## src/rtl/mult_pool_alloc_pkg.sv

```systemverilog
// Shared types and helpers for the multiplier-pool allocator.
package mult_pool_pkg;

  localparam int unsigned NMULT_DEF = 64;
  localparam int unsigned NREQ_DEF  = 4;
  localparam int unsigned SCANW_DEF = 8;
  localparam int unsigned POPW      = 256;

  typedef enum logic [1:0] {
    IDLE  = 2'd0,
    ARB   = 2'd1,
    SCAN  = 2'd2,
    GRANT = 2'd3
  } state_t;

  // Callers zero-extend narrower vectors to POPW before counting.
  function automatic int unsigned popcount(input logic [POPW-1:0] v);
    int unsigned n;
    n = 0;
    for (int unsigned i = 0; i < POPW; i++) begin
      n = n + 32'(v[i]);
    end
    return n;
  endfunction

endpackage

```

## src/rtl/mult_pool_alloc_if.sv

```systemverilog
// Request/grant/release bus between conv controllers and the pool allocator.
interface mult_pool_alloc_if #(
  parameter int unsigned NMULT = 64,
  parameter int unsigned NREQ  = 4,
  parameter int unsigned RIDW  = 2,
  parameter int unsigned CNTW  = 7
);
  logic [NREQ-1:0]      req_valid;
  logic [NREQ*CNTW-1:0] req_cnt;
  logic                 gnt_valid;
  logic [RIDW-1:0]      gnt_id;
  logic [NMULT-1:0]     gnt_mask;
  logic                 gnt_err;
  logic                 gnt_ack;
  logic                 rel_valid;
  logic [NMULT-1:0]     rel_mask;

  modport master (
    output req_valid, req_cnt, gnt_ack, rel_valid, rel_mask,
    input  gnt_valid, gnt_id, gnt_mask, gnt_err
  );

  modport slave (
    input  req_valid, req_cnt, gnt_ack, rel_valid, rel_mask,
    output gnt_valid, gnt_id, gnt_mask, gnt_err
  );
endinterface

```

## src/rtl/mult_pool_alloc_rr_pick.sv

```systemverilog
// Combinational round-robin picker: first eligible index at or after ptr, wrapping.
module rr_pick #(
  parameter int unsigned NREQ = 4,
  parameter int unsigned RIDW = 2
) (
  input  logic [NREQ-1:0] elig,
  input  logic [RIDW-1:0] ptr,
  output logic            found,
  output logic [RIDW-1:0] idx
);

  logic [RIDW-1:0] j;

  always_comb begin
    found = 1'b0;
    idx   = '0;
    j     = '0;
    for (int unsigned k = 0; k < NREQ; k++) begin
      j = RIDW'((32'(ptr) + k) % NREQ);
      if (!found && elig[j]) begin
        found = 1'b1;
        idx   = j;
      end
    end
  end

endmodule

```

## src/rtl/mult_pool_alloc.sv

```systemverilog
// Multiplier pool allocator: round-robin arbitration, windowed lowest-free claim,
// one-hot grant mask, and owner-driven release.
module mult_pool_alloc
  import mult_pool_pkg::*;
#(
  parameter int unsigned NMULT = NMULT_DEF,
  parameter int unsigned NREQ  = NREQ_DEF,
  parameter int unsigned RIDW  = 2,
  parameter int unsigned CNTW  = 7,
  parameter int unsigned SCANW = SCANW_DEF
) (
  input  logic             clk,
  input  logic             rstn,
  mult_pool_alloc_if.slave bus,
  output logic [NMULT-1:0] occ_map,
  output logic [CNTW-1:0]  free_cnt,
  output logic             busy
);

  localparam int unsigned     IDXW     = $clog2(NMULT);
  localparam logic [IDXW-1:0] LAST_IDX = IDXW'(NMULT - SCANW);
  localparam logic [CNTW-1:0] MAXCNT   = CNTW'(NMULT);

  state_t           state;
  logic [NMULT-1:0] occ;
  logic [NMULT-1:0] pend;
  logic [RIDW-1:0]  rr_ptr;
  logic [RIDW-1:0]  sel_id;
  logic [CNTW-1:0]  remaining;
  logic [IDXW-1:0]  scan_idx;

  logic [POPW-1:0]  occ_ext;
  logic [NREQ-1:0]  elig;
  logic [CNTW-1:0]  cnt_r;
  logic             pick_found;
  logic [RIDW-1:0]  pick_idx;
  logic [CNTW-1:0]  pick_cnt;
  logic             pick_err;
  logic [SCANW-1:0] win;
  logic [SCANW-1:0] claim;
  logic [CNTW-1:0]  left;
  logic [NMULT-1:0] claim_full;
  logic [NMULT-1:0] rel_eff;

  assign occ_ext  = POPW'(occ);
  assign free_cnt = CNTW'(NMULT - popcount(occ_ext));
  assign occ_map  = occ;
  assign busy     = (state != IDLE);

  // Invalid counts are always eligible so they get rejected instead of starving.
  always_comb begin
    elig  = '0;
    cnt_r = '0;
    for (int unsigned r = 0; r < NREQ; r++) begin
      cnt_r   = bus.req_cnt[r*CNTW +: CNTW];
      elig[r] = bus.req_valid[r] &&
                ((cnt_r == '0) || (cnt_r > MAXCNT) || (cnt_r <= free_cnt));
    end
  end

  rr_pick #(.NREQ(NREQ), .RIDW(RIDW)) u_pick (
    .elig  (elig),
    .ptr   (rr_ptr),
    .found (pick_found),
    .idx   (pick_idx)
  );

  assign pick_cnt = bus.req_cnt[pick_idx*CNTW +: CNTW];
  assign pick_err = (pick_cnt == '0) || (pick_cnt > MAXCNT);

  always_comb begin
    win   = occ[scan_idx +: SCANW];
    claim = '0;
    left  = remaining;
    for (int unsigned i = 0; i < SCANW; i++) begin
      if (!win[i] && (left != '0)) begin
        claim[i] = 1'b1;
        left     = left - 1'b1;
      end
    end
    claim_full = (state == SCAN) ? (NMULT'(claim) << scan_idx) : '0;
  end

  // Claimed-but-ungranted bits are shielded from release.
  assign rel_eff = bus.rel_valid ? (bus.rel_mask & ~pend) : '0;

  always_ff @(posedge clk) begin
    if (!rstn) begin
      state         <= IDLE;
      occ           <= '0;
      pend          <= '0;
      rr_ptr        <= '0;
      sel_id        <= '0;
      remaining     <= '0;
      scan_idx      <= '0;
      bus.gnt_valid <= 1'b0;
      bus.gnt_err   <= 1'b0;
      bus.gnt_id    <= '0;
      bus.gnt_mask  <= '0;
    end else begin
      occ <= (occ & ~rel_eff) | claim_full;
      case (state)
        IDLE: begin
          if (|bus.req_valid) state <= ARB;
        end
        ARB: begin
          if (pick_found) begin
            sel_id    <= pick_idx;
            remaining <= pick_cnt;
            scan_idx  <= '0;
            if (pick_err) begin
              state         <= GRANT;
              bus.gnt_valid <= 1'b1;
              bus.gnt_err   <= 1'b1;
              bus.gnt_id    <= pick_idx;
              bus.gnt_mask  <= '0;
            end else begin
              state <= SCAN;
            end
          end else begin
            state <= IDLE;
          end
        end
        SCAN: begin
          pend      <= pend | claim_full;
          remaining <= left;
          scan_idx  <= (scan_idx == LAST_IDX) ? '0 : scan_idx + IDXW'(SCANW);
          if (left == '0) begin
            state         <= GRANT;
            bus.gnt_valid <= 1'b1;
            bus.gnt_id    <= sel_id;
            bus.gnt_mask  <= pend | claim_full;
          end
        end
        GRANT: begin
          if (bus.gnt_ack) begin
            pend          <= '0;
            bus.gnt_valid <= 1'b0;
            bus.gnt_err   <= 1'b0;
            bus.gnt_mask  <= '0;
            rr_ptr        <= (sel_id == RIDW'(NREQ - 1)) ? '0 : sel_id + 1'b1;
            state         <= IDLE;
          end
        end
        default: state <= IDLE;
      endcase
    end
  end

  // ARB only admits requests that fit, so the last window must finish the claim.
  a_scan_no_wrap: assert property (@(posedge clk) disable iff (!rstn)
    (state == SCAN && scan_idx == LAST_IDX) |-> (left == '0));

endmodule

```

## src/flat_wrapper.sv

```systemverilog
// flat-port wrapper written by rule: the top's interface ports become plain ports
module mult_pool_alloc_flat import mult_pool_pkg::*;
#(
  parameter int unsigned NMULT = NMULT_DEF,
  parameter int unsigned NREQ  = NREQ_DEF,
  parameter int unsigned RIDW  = 2,
  parameter int unsigned CNTW  = 7,
  parameter int unsigned SCANW = SCANW_DEF
)
  (clk, rstn, occ_map, free_cnt, busy, bus_req_valid, bus_req_cnt, bus_gnt_ack, bus_rel_valid, bus_rel_mask, bus_gnt_valid, bus_gnt_id, bus_gnt_mask, bus_gnt_err);
  mult_pool_alloc_if #(.NMULT(NMULT), .NREQ(NREQ), .RIDW(RIDW), .CNTW(CNTW)) bus_i ();
  input  logic clk;
  input  logic rstn;
  output logic [NMULT-1:0] occ_map;
  output logic [CNTW-1:0] free_cnt;
  output logic busy;
  input wire logic [$bits(bus_i.req_valid)-1:0] bus_req_valid;
  input wire logic [$bits(bus_i.req_cnt)-1:0] bus_req_cnt;
  input wire logic [$bits(bus_i.gnt_ack)-1:0] bus_gnt_ack;
  input wire logic [$bits(bus_i.rel_valid)-1:0] bus_rel_valid;
  input wire logic [$bits(bus_i.rel_mask)-1:0] bus_rel_mask;
  output wire logic [$bits(bus_i.gnt_valid)-1:0] bus_gnt_valid;
  output wire logic [$bits(bus_i.gnt_id)-1:0] bus_gnt_id;
  output wire logic [$bits(bus_i.gnt_mask)-1:0] bus_gnt_mask;
  output wire logic [$bits(bus_i.gnt_err)-1:0] bus_gnt_err;
  assign bus_i.req_valid = bus_req_valid;
  assign bus_i.req_cnt = bus_req_cnt;
  assign bus_i.gnt_ack = bus_gnt_ack;
  assign bus_i.rel_valid = bus_rel_valid;
  assign bus_i.rel_mask = bus_rel_mask;
  assign bus_gnt_valid = bus_i.gnt_valid;
  assign bus_gnt_id = bus_i.gnt_id;
  assign bus_gnt_mask = bus_i.gnt_mask;
  assign bus_gnt_err = bus_i.gnt_err;
  mult_pool_alloc #(.NMULT(NMULT), .NREQ(NREQ), .RIDW(RIDW), .CNTW(CNTW), .SCANW(SCANW)) u_core (.clk(clk), .rstn(rstn), .bus(bus_i), .occ_map(occ_map), .free_cnt(free_cnt), .busy(busy));
endmodule
```

## config.mk

```make
export PLATFORM = sky130hd
export DESIGN_NAME = mult_pool_alloc_flat
export DESIGN_NICKNAME = d
export VERILOG_FILES = /design/src/rtl/mult_pool_alloc_pkg.sv /design/src/rtl/mult_pool_alloc_if.sv /design/src/rtl/mult_pool_alloc_rr_pick.sv /design/src/rtl/mult_pool_alloc.sv /design/src/flat_wrapper.sv
export SDC_FILE = /design/constraint.sdc
export NUM_CORES = 1
export LEC_CHECK = 0
export ABC_AREA = 0
export BUFFER_PORTS_ARGS = -buffer_cell sky130_fd_sc_hd__buf_4
export CORE_MARGIN = 4
export CORE_UTILIZATION = 58
export CTS_CLUSTER_SIZE = 12
export DETAILED_ROUTE_END_ITERATION = 7
export PLACE_DENSITY_LB_ADDON = 0.2
export SLEW_MARGIN = 20
export SYNTH_ARGS = -nofsm -noshare
export SYNTH_HDL_FRONTEND = slang
export SYNTH_HIERARCHICAL = 1
export SYNTH_SLANG_ARGS = --single-unit
```

## constraint.sdc

```tcl
create_clock -name clk -period 13.2 [get_ports clk]
set_input_delay 1.98 -clock clk [delete_from_list [all_inputs] [get_ports clk]]
set_output_delay 1.98 -clock clk [all_outputs]
set_load 0.02 [all_outputs]
```

# After elaboration in Yosys (flattened, before gate mapping)
# Index checks and enable logic that the tools add are counted.
# classes
addsub,77
mul,1
n_lt_le_gt_ge,13
eq_ne,10
n_shift,3
n_mux,62
bitwise,6
reduce_logical,64
# ops
op,count
$add 7x1->7,62
$mux 64,6
$pmux 64 s3,1
$and 64x64->64,2
$not 64->64,2
$or 64x64->64,2
$pmux 64 s2,1
$shiftx 64x7->8,1
$shl 8x6->64,1
$mux 7,9
$reduce_bool 7->1,8
$sub 7x1->7 const B,8
$logic_not 7->1,6
$gt 7x7->1 const B,5
$le 7x7->1,4
$shiftx 28x6->7,1
$mux 2,12
$mux 1,21
$logic_and 1x1->1,15
$pmux 7 s2,1
$lt 2x3->1 const B,4
$mux 6,2
$pmux 6 s2,1
$logic_not 1->1,11
25 further kinds,50
# word_totals
reg_bits,215
inputBits,100

# Logic depth before layout (Yosys ltp)
# depth
depth_word,86
ltp_mapped,57

# Modules after synthesis
# Netlist, hierarchy kept.
# modules_own_cells
mod,n_inst,cells_per_inst,area_each_um2
mult_pool_alloc,1,1731,14614.0
rr_pick,1,15,77.6

# Worst setup path before layout
# No wires, ideal clock.
# synth_timing
kind,register to register
startpoint,register u_core.remaining[0]
endpoint,register u_core.bus.gnt_mask[45]
setup_ns,0.088
t_arrival_ns,11.339
setup_slack_ns,1.772
stages_incl_launch_ff,53
n_path_buf,9
period_less_slack_ns,11.428
cell_sequence,dfxtp_1 buf_2 inv_1 ha_1 buf_2 or3b_1 nor2_2 a21oi_2 clkbuf_1 o21ai_0 ha_1 a21bo_1 a221o_1 buf_2 mux2_2 ha_1 and2_1 a21oi_1 (+17 left out) and3_1 a21oi_1 clkbuf_1 mux2_2 ha_1 o311a_1 nor2_1 o21a_1 xor2_1 ha_1 nand2_1 nor4_1 mux2_2 nor4_4 buf_4 buf_2 a311oi_1 a311oi_2
# synth_via
elab_chain_len,29
# synth_lines
item,line,text
"start, declared",mult_pool_alloc.sv:29,logic [CNTW-1:0] remaining;
"start signal, assigned",mult_pool_alloc.sv:109,remaining <= pick_cnt;
"start signal, assigned",mult_pool_alloc.sv:126,remaining <= left;
branches (longest 29 deep; another with $sub 7x1->7),-,
"end signal, assigned",mult_pool_alloc.sv:132,bus.gnt_mask <= pend | claim_full;
"end, declared",mult_pool_alloc_if.sv:25,"output gnt_valid, gnt_id, gnt_mask, gnt_err"
# Parallel ways; which one is timed is not known. The select of a mux whose other input is x is not followed.
# A chain may end at the register's enable or synchronous reset.

# Final worst setup path
# layout_timing
startpoint,register u_core.remaining[0]
endpoint,register u_core.bus.gnt_mask[40]
# Same word-level chain as after synthesis.

==> results.toml <==
[critical_path]
start_kind = "flop"
path_max_fanout = 25
r2r-start = "u_core/remaining[0]"
setup.worst_path.class = "reg2reg"
worst-r2r-setup-slack_ps = 1170
end_kind = "flop"
crit_path_top_delay_cell = "o41ai_1"
required_ps = 13600
r2r_end = "u_core/bus.gnt_mask[40]"
max_stage_delay_ps = 530
cp.arrival_ps = 12430
cpMostUsedCell = "ha_1"
worstRegToRegCells = 47

[sta]
finalSetupViolCount = 0
fin_crit_sh_pct = 91.1
worstMarginPinSlew_ps = 928
finalHoldViolations = 0
slew_violations = 0
relSlewSlack_pct = 38.2
clock-skew-final_ps = 17.7
tns_ps = 0
rsz0062_at_grt = "false"
fmax_mhz = 83.1
min_period_ps = 12030

[route]
post_drt_wl_per_cell_um = 22.4
firstDrtPassIters = 6
drcViolationCount = 0
totalWireLength_um = 51000
vias = 14782
antenna_left = 0
vias_per_cell = 6.51
drt_iter0_drc = 1696

[global_route]
grt_usage_pct = 34.6
antenna_found_initial = 0
grt_pass1_wl_um = 78400
use_met2_pct = 58.0
grt_overflow = 0
grt_pass1_vias = 14183
use_met3_pct = 6.65
grt_max_degree = 114
grt.busiest_layer = "met2"
use_met1_pct = 43.7

[cells_and_area]
final_common_cell = "nand2_1"
drive_gt1_share_pct = 19.9
final_cell_mix = "nand2_1 (330), buf_4 (266), dfxtp_1 (212)"
fillers = 1938
layout.nets = 2194
antenna_cells = 0
syn_to_final_growth_pct = 18.9
stdcell_count = 2272

[clocking]
clock_sinks = 212
cts_tree = "done"
h-tree-depth = 1
ctsResizeCount = 0
clockBufferDepth = 3
path_clk_slew_ps = 60
cts_hold_buffers = 0
cts_made_buffers = 23
post_cts_buffers = 0
clock_latency_ps = 520
cts-root-buf = "clkbuf_16"

[synth]
ys_seq_elements = 212
ys_seq_area_share_pct = 28.9
ys_warn_count = 6
synth_edf_count = 0
ys.flop_type = "dfxtp_1"
avgSynthCellArea_um2 = 8.41
netlist_instances = 1746
synthArstFlopShare_pct = 0
yosysUniqueCellTypes = 98
syn_nets = 2005
netlist_area_um2 = 14700

[place]
numPlacedInstances = 2234
dp_hpwl_um = 37700
place.gp.congestion = 0.938
portBuffers = 239

[hold_path]
hp-start = "u_core/bus.gnt_valid"
worstHoldPathType = "reg2reg"
min_to = "u_core/bus.gnt_valid"
hold-path-cell-count = 2

[flow_run]
cap_viol_max_count = 0

[floorplan]
start_util_pct = 59.7
fp.dieH_um = 167
pin_count = 240
row_count = 57
fp.dieW_um = 167
die_area_um2 = 27900
fp.coreArea_um2 = 24600

[run_status]
status = "finished, final reports clean"
[critical path, delay by kind of cell (launching register included)]
kind / cells / cell delay, ps
AO/OA/AOI/OAI: 13 / 3560
AND/OR/NAND/NOR: 10 / 1960
adder cells (fa/ha/maj): 8 / 1940
multiplexers: 5 / 1710
buffers and inverters: 7 / 1380
XOR/XNOR: 4 / 930
flip-flops: 1 / 420
[Yosys cell counts (4+ instances only)]
library cell | count | share of area (%)
o211a_1 | 4 | 0.27
inv_1 | 136 | 3.5
nand2_1 | 331 | 8.5
dfxtp_1 | 212 | 29
mux2i_1 | 33 | 2.2
buf_6 | 7 | 0.54
xnor2_1 | 22 | 1.3
or3_1 | 6 | 0.26
o211ai_1 | 8 | 0.41
o2bb2ai_1 | 4 | 0.24
fa_1 | 53 | 7.2
buf_4 | 6 | 0.31
and2_1 | 18 | 0.77
nand4_1 | 8 | 0.34
a211oi_1 | 14 | 0.72
nor2b_1 | 9 | 0.38
buf_2 | 15 | 0.51
a311oi_1 | 105 | 6.3
o21ai_0 | 92 | 3.1
o41a_1 | 5 | 0.38
mux4_2 | 20 | 3.1
a31o_2 | 4 | 0.24
nor2_1 | 42 | 1.1
a22oi_1 | 11 | 0.56
a21oi_1 | 181 | 6.2
nand3_1 | 23 | 0.78
and3_1 | 4 | 0.17
buf_1 | 5 | 0.13
mux2_2 | 15 | 1.1
or4_1 | 6 | 0.31
or2_2 | 7 | 0.30
o21a_1 | 5 | 0.26
a31oi_1 | 8 | 0.34
ha_1 | 106 | 9.0
nand2b_1 | 14 | 0.60
nor4_1 | 6 | 0.26
a21o_1 | 11 | 0.56
xor2_1 | 7 | 0.42
nor3_1 | 20 | 0.68
clkbuf_1 | 73 | 1.9
[layout make-up]
type | count | area [µm²] | share of cell area, %
sequential | 212 | 4240 | 24.3
clock buffer | 35 | 681 | 3.90
clock inverter | 3 | 40.0 | 0.229
multi-input combinational | 1287 | 9460 | 54.2
inverter | 139 | 527 | 3.02
tap | 324 | 405 | 2.32
timing repair buffer | 272 | 2110 | 12.1
[layer usage]
metal / vias to the layer above / wire (µm) / share of wire (%)
met5: - / 0 / 0
met4: 0 / 2640 / 5.2
met3: 189 / 5390 / 11
met2: 959 / 24000 / 47
met1: 7004 / 18900 / 37
li1: 6630 / - / -
[cell families after synthesis]
| family | synth area share (%) |
|---|---|
| flip-flops | 28.9 |
| buffers and inverters | 6.98 |
| adder cells (fa/ha/maj) | 16.2 |
| AND/OR/NAND/NOR | 15.6 |
| multiplexers | 6.85 |
| AO/OA/AOI/OAI | 23.7 |
| XOR/XNOR | 1.73 |
[registers in the layout, indices dropped and copies added (netlist names)]
signal / flops
u_core/bus.gnt_mask: 64
u_core/occ_map: 64
u_core/pend: 64
u_core/remaining: 7
u_core/scan_idx: 3
u_core/bus.gnt_id: 2
u_core/rr_ptr: 2
u_core/sel_id: 2
u_core/state: 2
u_core/bus.gnt_err: 1
u_core/bus.gnt_valid: 1
[metrics by stage]
| stage | worst slack [ps] | hold slack, ps | utilization, % | cell area [µm²] |
|---|---|---|---|---|
| global route | 385 | 488 | 71.0 | 17500 |
| CTS | 1250 | 468 | 71.0 | 17500 |
| finish | 1170 | 463 | 71.0 | 17500 |
| floorplan | 1770 | 446 | - | 14700 |
| global placement | 1450 | 449 | 68.0 | 16700 |
| detailed placement | 1270 | 460 | 68.0 | 16700 |
[worst max-delay path by stage]
stage / startpoint / end / slack [ps] / depth (start not counted)
2_1_floorplan: u_core/remaining[0] / u_core/bus.gnt_mask[45] / 1770 / 52
3_3_place_gp: u_core/occ_map[28] / u_core/bus.gnt_mask[45] / 1450 / 38
3_5_place_dp: u_core/occ_map[1] / u_core/bus.gnt_mask[18] / 1270 / 39
4_1_cts: u_core/occ_map[28] / u_core/bus.gnt_mask[45] / 1250 / 39
5_1_grt: u_core/remaining[0] / u_core/bus.gnt_mask[8] / 390 / 49
6_report: u_core/remaining[0] / u_core/bus.gnt_mask[40] / 1170 / 47
Power is left out: the tool's default activity adds up to more than one toggle a clock period on the data nets, which glitch-free logic cannot reach.
